<file path="src/rtl/hazard_controller.sv">
// Hazard and sequencing controller for the 5-stage RV32 pipeline: forwarding, load-use stall, flush, memory-wait freeze.
// Optional performance counters are built only when HAZARD_PERF_CNT_EN is defined.
module hazard_controller #(
   parameter int WAIT_TIMEOUT = 16,
   parameter int CNT_W        = 32
) (
   input  logic             clk,
   input  logic             rst,
   input  logic [4:0]       rs1_D,
   input  logic [4:0]       rs2_D,
   input  logic [4:0]       rs1_E,
   input  logic [4:0]       rs2_E,
   input  logic [4:0]       rd_E,
   input  logic [4:0]       rd_M,
   input  logic [4:0]       rd_W,
   input  logic             regwrite_M,
   input  logic             regwrite_W,
   input  logic [1:0]       resultsrc_E,
   input  logic             pcsrc_E,
   input  logic             memaccess_M,
   input  logic             dmem_ready,
   output logic [1:0]       forwardA_E,
   output logic [1:0]       forwardB_E,
   output logic             stall_F,
   output logic             stall_D,
   output logic             stall_E,
   output logic             stall_M,
   output logic             stall_W,
   output logic             flush_D,
   output logic             flush_E,
   output logic             dmem_timeout,
   output logic [1:0]       state_o,
   output logic [CNT_W-1:0] perf_stall,
   output logic [CNT_W-1:0] perf_flush,
   output logic [CNT_W-1:0] perf_memwait
);

   typedef enum logic [1:0] {
      RUN      = 2'd0,
      MEM_WAIT = 2'd1,
      HUNG     = 2'd2
   } state_e;

   localparam int            WC_W        = $clog2(WAIT_TIMEOUT + 1);
   localparam logic [WC_W-1:0] WC_ONE    = WC_W'(1);
   localparam logic [WC_W-1:0] WC_LIMIT  = WC_W'(WAIT_TIMEOUT);

   state_e          state_q;
   logic [WC_W-1:0] wait_cnt_q;
   logic            timeout_q;

   logic       lw_stall;
   logic       mem_hold;
   logic       freeze;
   logic [1:0] fwd_a;
   logic [1:0] fwd_b;

   // The Memory stage holds the younger result, so it wins over Writeback.
   assign fwd_a = (regwrite_M && rd_M != 5'd0 && rd_M == rs1_E) ? 2'b10 :
                  (regwrite_W && rd_W != 5'd0 && rd_W == rs1_E) ? 2'b01 : 2'b00;
   assign fwd_b = (regwrite_M && rd_M != 5'd0 && rd_M == rs2_E) ? 2'b10 :
                  (regwrite_W && rd_W != 5'd0 && rd_W == rs2_E) ? 2'b01 : 2'b00;

   assign lw_stall = (resultsrc_E == 2'b01) && (rd_E != 5'd0) &&
                     ((rd_E == rs1_D) || (rd_E == rs2_D));
   assign mem_hold = memaccess_M && !dmem_ready;
   assign freeze   = mem_hold || (state_q == HUNG);

   // Freeze suppresses every flush so the Execute instruction and its pcsrc_E survive the wait.
   assign forwardA_E = rst ? 2'b00 : fwd_a;
   assign forwardB_E = rst ? 2'b00 : fwd_b;
   assign stall_F    = !rst && (lw_stall || freeze);
   assign stall_D    = !rst && (lw_stall || freeze);
   assign stall_E    = !rst && freeze;
   assign stall_M    = !rst && freeze;
   assign stall_W    = !rst && freeze;
   assign flush_D    = rst || (pcsrc_E && !freeze);
   assign flush_E    = rst || ((lw_stall || pcsrc_E) && !freeze);

   assign state_o      = state_q;
   assign dmem_timeout = timeout_q;

   // NOTE: sequential state uses non-blocking assignments so every flop samples pre-edge values.
   always_ff @(posedge clk) begin
      if (rst) begin
         state_q    <= RUN;
         wait_cnt_q <= '0;
         timeout_q  <= 1'b0;
      end else begin
         unique case (state_q)
            RUN: begin
               if (mem_hold) begin
                  state_q    <= MEM_WAIT;
                  wait_cnt_q <= WC_ONE;
               end else begin
                  wait_cnt_q <= '0;
               end
            end
            MEM_WAIT: begin
               // A dropped memaccess_M ends the wait just like a ready handshake.
               if (!mem_hold) begin
                  state_q    <= RUN;
                  wait_cnt_q <= '0;
               end else if (wait_cnt_q == WC_LIMIT) begin
                  state_q   <= HUNG;
                  timeout_q <= 1'b1;
               end else begin
                  wait_cnt_q <= wait_cnt_q + WC_ONE;
               end
            end
            HUNG:    state_q <= HUNG;
            default: state_q <= RUN;
         endcase
      end
   end

`ifdef HAZARD_PERF_CNT_EN
   localparam logic [CNT_W-1:0] PERF_ONE = CNT_W'(1);

   logic [CNT_W-1:0] perf_stall_q;
   logic [CNT_W-1:0] perf_flush_q;
   logic [CNT_W-1:0] perf_memwait_q;

   always_ff @(posedge clk) begin
      if (rst) begin
         perf_stall_q   <= '0;
         perf_flush_q   <= '0;
         perf_memwait_q <= '0;
      end else begin
         if (stall_F)            perf_stall_q   <= perf_stall_q + PERF_ONE;
         if (flush_D || flush_E) perf_flush_q   <= perf_flush_q + PERF_ONE;
         if (mem_hold)           perf_memwait_q <= perf_memwait_q + PERF_ONE;
      end
   end

   assign perf_stall   = perf_stall_q;
   assign perf_flush   = perf_flush_q;
   assign perf_memwait = perf_memwait_q;
`else
   assign perf_stall   = '0;
   assign perf_flush   = '0;
   assign perf_memwait = '0;
`endif

endmodule
</file>
<file path="config.mk">
export PLATFORM = sky130hd
export DESIGN_NAME = hazard_controller
export DESIGN_NICKNAME = d
export VERILOG_FILES = /design/src/rtl/hazard_controller.sv
export SDC_FILE = /design/constraint.sdc
export NUM_CORES = 1
export LEC_CHECK = 0
export ABC_AREA = 1
export CAP_MARGIN = 20
export CORE_MARGIN = 8
export CORE_UTILIZATION = 35
export CTS_CLUSTER_SIZE = 8
export DETAILED_ROUTE_END_ITERATION = 6
export DONT_BUFFER_PORTS = 1
export GPL_TIMING_DRIVEN = 0
export RECOVER_POWER = 25
export SLEW_MARGIN = 30
export SYNTH_ARGS = -nofsm -noshare
export SYNTH_HDL_FRONTEND = slang
export SYNTH_SLANG_ARGS = --single-unit
</file>
<file path="constraint.sdc">
create_clock -name clk -period 2.1 [get_ports clk]
set_input_delay 0.525 -clock clk [delete_from_list [all_inputs] [get_ports clk]]
set_output_delay 0.525 -clock clk [all_outputs]
set_load 0.03 [all_outputs]
</file>
==> summary.md <==
| Metric | Value |
|---|---|
| Routability Congestion | `0.790` |
| Inst Count DP | `~440` |
| Diodes inserted | `0` |
| FF+latch count, synth | `8` |
| Worst endpoint required time | `1.57 ns` |
| CP Launch Type | `input port` |
| DRC violation count after routing | `0` |
| Drt via density | `3.41` |
| Detailed Routing Iterations Pass 1 | `4` |
| IO Pins | `154` |
| Row cnt | `26` |
| Tmin final | `2.05 ns` |
| CTS tree | `yes` |
| Ratio of total power to cell area | `364 nW/um^2` |
| Yosys cell types | `29` |
| Final Power | `roughly 870 uW` |
| Crit path kind | `input port to output pin` |
| Longest Clk Path Bufs | `2` |
| Via count | `1532` |
| YS warnings | `0` |
| DR iter-0 viols | `50` |
| Tot GR Track Use | `10.8%` |
| Final Non-Filler Cells | `449` |
| Nets@finish | `427` |
| Clock sinks | `8` |
| Yosys top cell area share | `41.7%` |
| Synthesized cell area | `1780 um^2` |
| Synth Flop Type | `dfxtp_1` |
| Root Driver | `clkbuf_8` |
| Cts hold-fix bufs | `0` |
| Hold Path Class | `input port to flip-flop` |
| Hold Vio Cnt, Final | `0` |
| Worst Path Arrival | `1.53 ns` |
| Yosys top cell by area | `buf_4` |
| Register area share after synthesis | `8.99%` |
| Die Wd | `87.4 um` |
| Syn-to-layout area delta | `33.6%` |
| Vias in the first global route | `1426` |
| Setup violators final | `0` |
| Routed len/inst | `10.2 um` |
| Die Y | `87.4 um` |
| Maximum fanout along the worst path | `4` |
| H-Tree Level Count | `1` |
| First-pass GRT wire length | `6.62 mm` |
| Fmax | `488 MHz` |
| PortBufs | `0` |
| Die area | `around 7600 um^2` |
| Antenna violations before repair | `0` |
| Reg clk slew, reported paths | `0.04 ns` |
| Status | `finished clean` |
| Initial Util | `35.6%` |
| Top cells by count, synth | `99 x buf_4, 44 x nand2_1, 25 x inv_1, 21 x nor2_1, 20 x xnor2_1` |
| Clock Latency Late Sink | `between 0.2 and 0.25 ns` |
| Top-count cell post-synth | `buf_4` |
| Slew Limit Fails | `0` |
| Post-DRT Antenna Nets | `0` |
| Final clock period utilization by the worst path | `between 90% and 100%` |
| Slew margin rel. | `64.3%` |
| Share of cells above drive strength 1 | `35.1%` |
| Overall routed net length | `4.58 mm` |
| Max-cap violations | `0` |
| CTS buffer count | `3` |
| Avg Inst Size Synth | `6.46 um^2` |
| Syn Inst Count | `276` |
| Crit. End Element | `output pin` |
| Main area contributors after synthesis | `buf_4 42%, xnor2_1 9.8%, nand2_1 9.3%, dfxtp_1 9.0%, inv_1 5.3%` |
| Maximum VDD drop | `0.000217 V` |
| Pin count of the biggest net entering global routing | `11` |
| Core Region | `5010 um^2` |
| Post-DP HPWL | `roughly 4.2 mm` |
| RSZ-0062 raised after global routing | `yes` |
| Post-synth EDFFs | `0` |
| Worst-margin pin slew | `0.532 ns` |
| Gr ovfl total | `0` |
| Leak | `between 0.001 and 0.0015 uW` |
| Skew final | `0.00185 ns` |
| Asr flop ratio synth | `0%` |
[power breakdown]
part / leakage, uW / switching [uW] / internal, uW / total, uW
sequential: 0.0000662 / 4.59 / 152 / 157
combinational: 0.00130 / 336 / 185 / 521
clock: 0.0000216 / 63.4 / 124 / 188
total: 0.00139 / 404 / 462 / 866
[worst max-delay path, cell delays in order]
cell        delay (ns)
clkinvlp_4        0.09
nor2_8            0.15
inv_4             0.04
nand2_2           0.06
inv_2             0.04
nor2_4            0.24
inv_2             0.08
nand2_4           0.14
buf_6             0.15
[sequential cells by signal (all words and copies together) (netlist names)]
signal and cells:
state_o 2, dmem_timeout 1, wait_cnt_q 5
[area by class of cell]
class | instances | area (um^2)
Sequential cell | 8 | 168
Inverter | 32 | 129
Tap cell | 70 | 87.6
Timing Repair Buffer | 5 | 37.5
Multi-Input combinational cell | 230 | 1150
Fill cell | 534 | 2630
Clock buffer | 3 | 41.3
Buffer | 101 | 763
[cell usage in the layout (no fill, tap or decap), drive strengths merged, types with 2 or more instances in the layout]
cell,synthesis,routed
nor3,4,4
nand3,16,16
xnor2,20,20
clkbuf,0,3
o21ai,3,3
nor2,24,24
dfxtp,8,8
buf,101,106
a21oi,8,8
ha,2,2
nor4,2,2
nand4,6,6
conb,1,96
clkinv,2,2
inv,30,29
nand2,45,45
[through the flow]
step	hold slack (ns)	setup TNS [ns]	utilization, %	cell area, um^2	worst slack [ns]
2_1_floorplan	0.503	-0.385	-	2140	-0.129
3_3_place_gp	0.525	-1.02	44.5	2230	-0.393
3_5_place_dp	0.534	-0.349	44.7	2240	-0.295
4_1_cts	0.468	0	46.1	2310	0.00359
5_1_grt	0.568	-0.0162	47.5	2380	-0.0162
6_report	0.533	0	47.5	2380	0.0488
[per-layer routing]
layer / track usage, % / wire length, um
met1: 9.71 / 1560
met2: 19.4 / 2220
met4: 2.34 / 31
met5: 0 / 0
met3: 7.45 / 762
[what timing repair did]
action	4_1_cts	5_1_grt
setup buffers	0	5
cloned	0	0
pin swaps	2	4
gates resized for setup	9	8
setup endpoints to repair	4	5
[path summary, 6_finish.rpt]
path,cells past startpoint,endpoint,from,slack (ns)
setup reg to reg,8,wait_cnt_q[1],wait_cnt_q[0],0.78
setup / recovery,9,stall_F,memaccess_M,0.05
hold / removal,3,state_o[0],rst,0.53
hold reg to reg,4,wait_cnt_q[4],wait_cnt_q[4],0.54
[cells by family (layout without fill, tap and decap cells)]
| group | after synthesis | in the layout | share of synthesized area [%] |
|---|---|---|---|
| AND/OR/NAND/NOR | 100 | 100 | 26.1 |
| adder cells (fa/ha/maj) | 2 | 2 | 1.40 |
| AO/OA/AOI/OAI | 12 | 12 | 4.14 |
| flip-flops | 8 | 8 | 8.99 |
| buffers and inverters | 133 | 141 | 49.4 |
| XOR/XNOR | 20 | 20 | 9.83 |
| other | 1 | 96 | 0.210 |
Note: power is estimated with default switching activity, not from simulation.
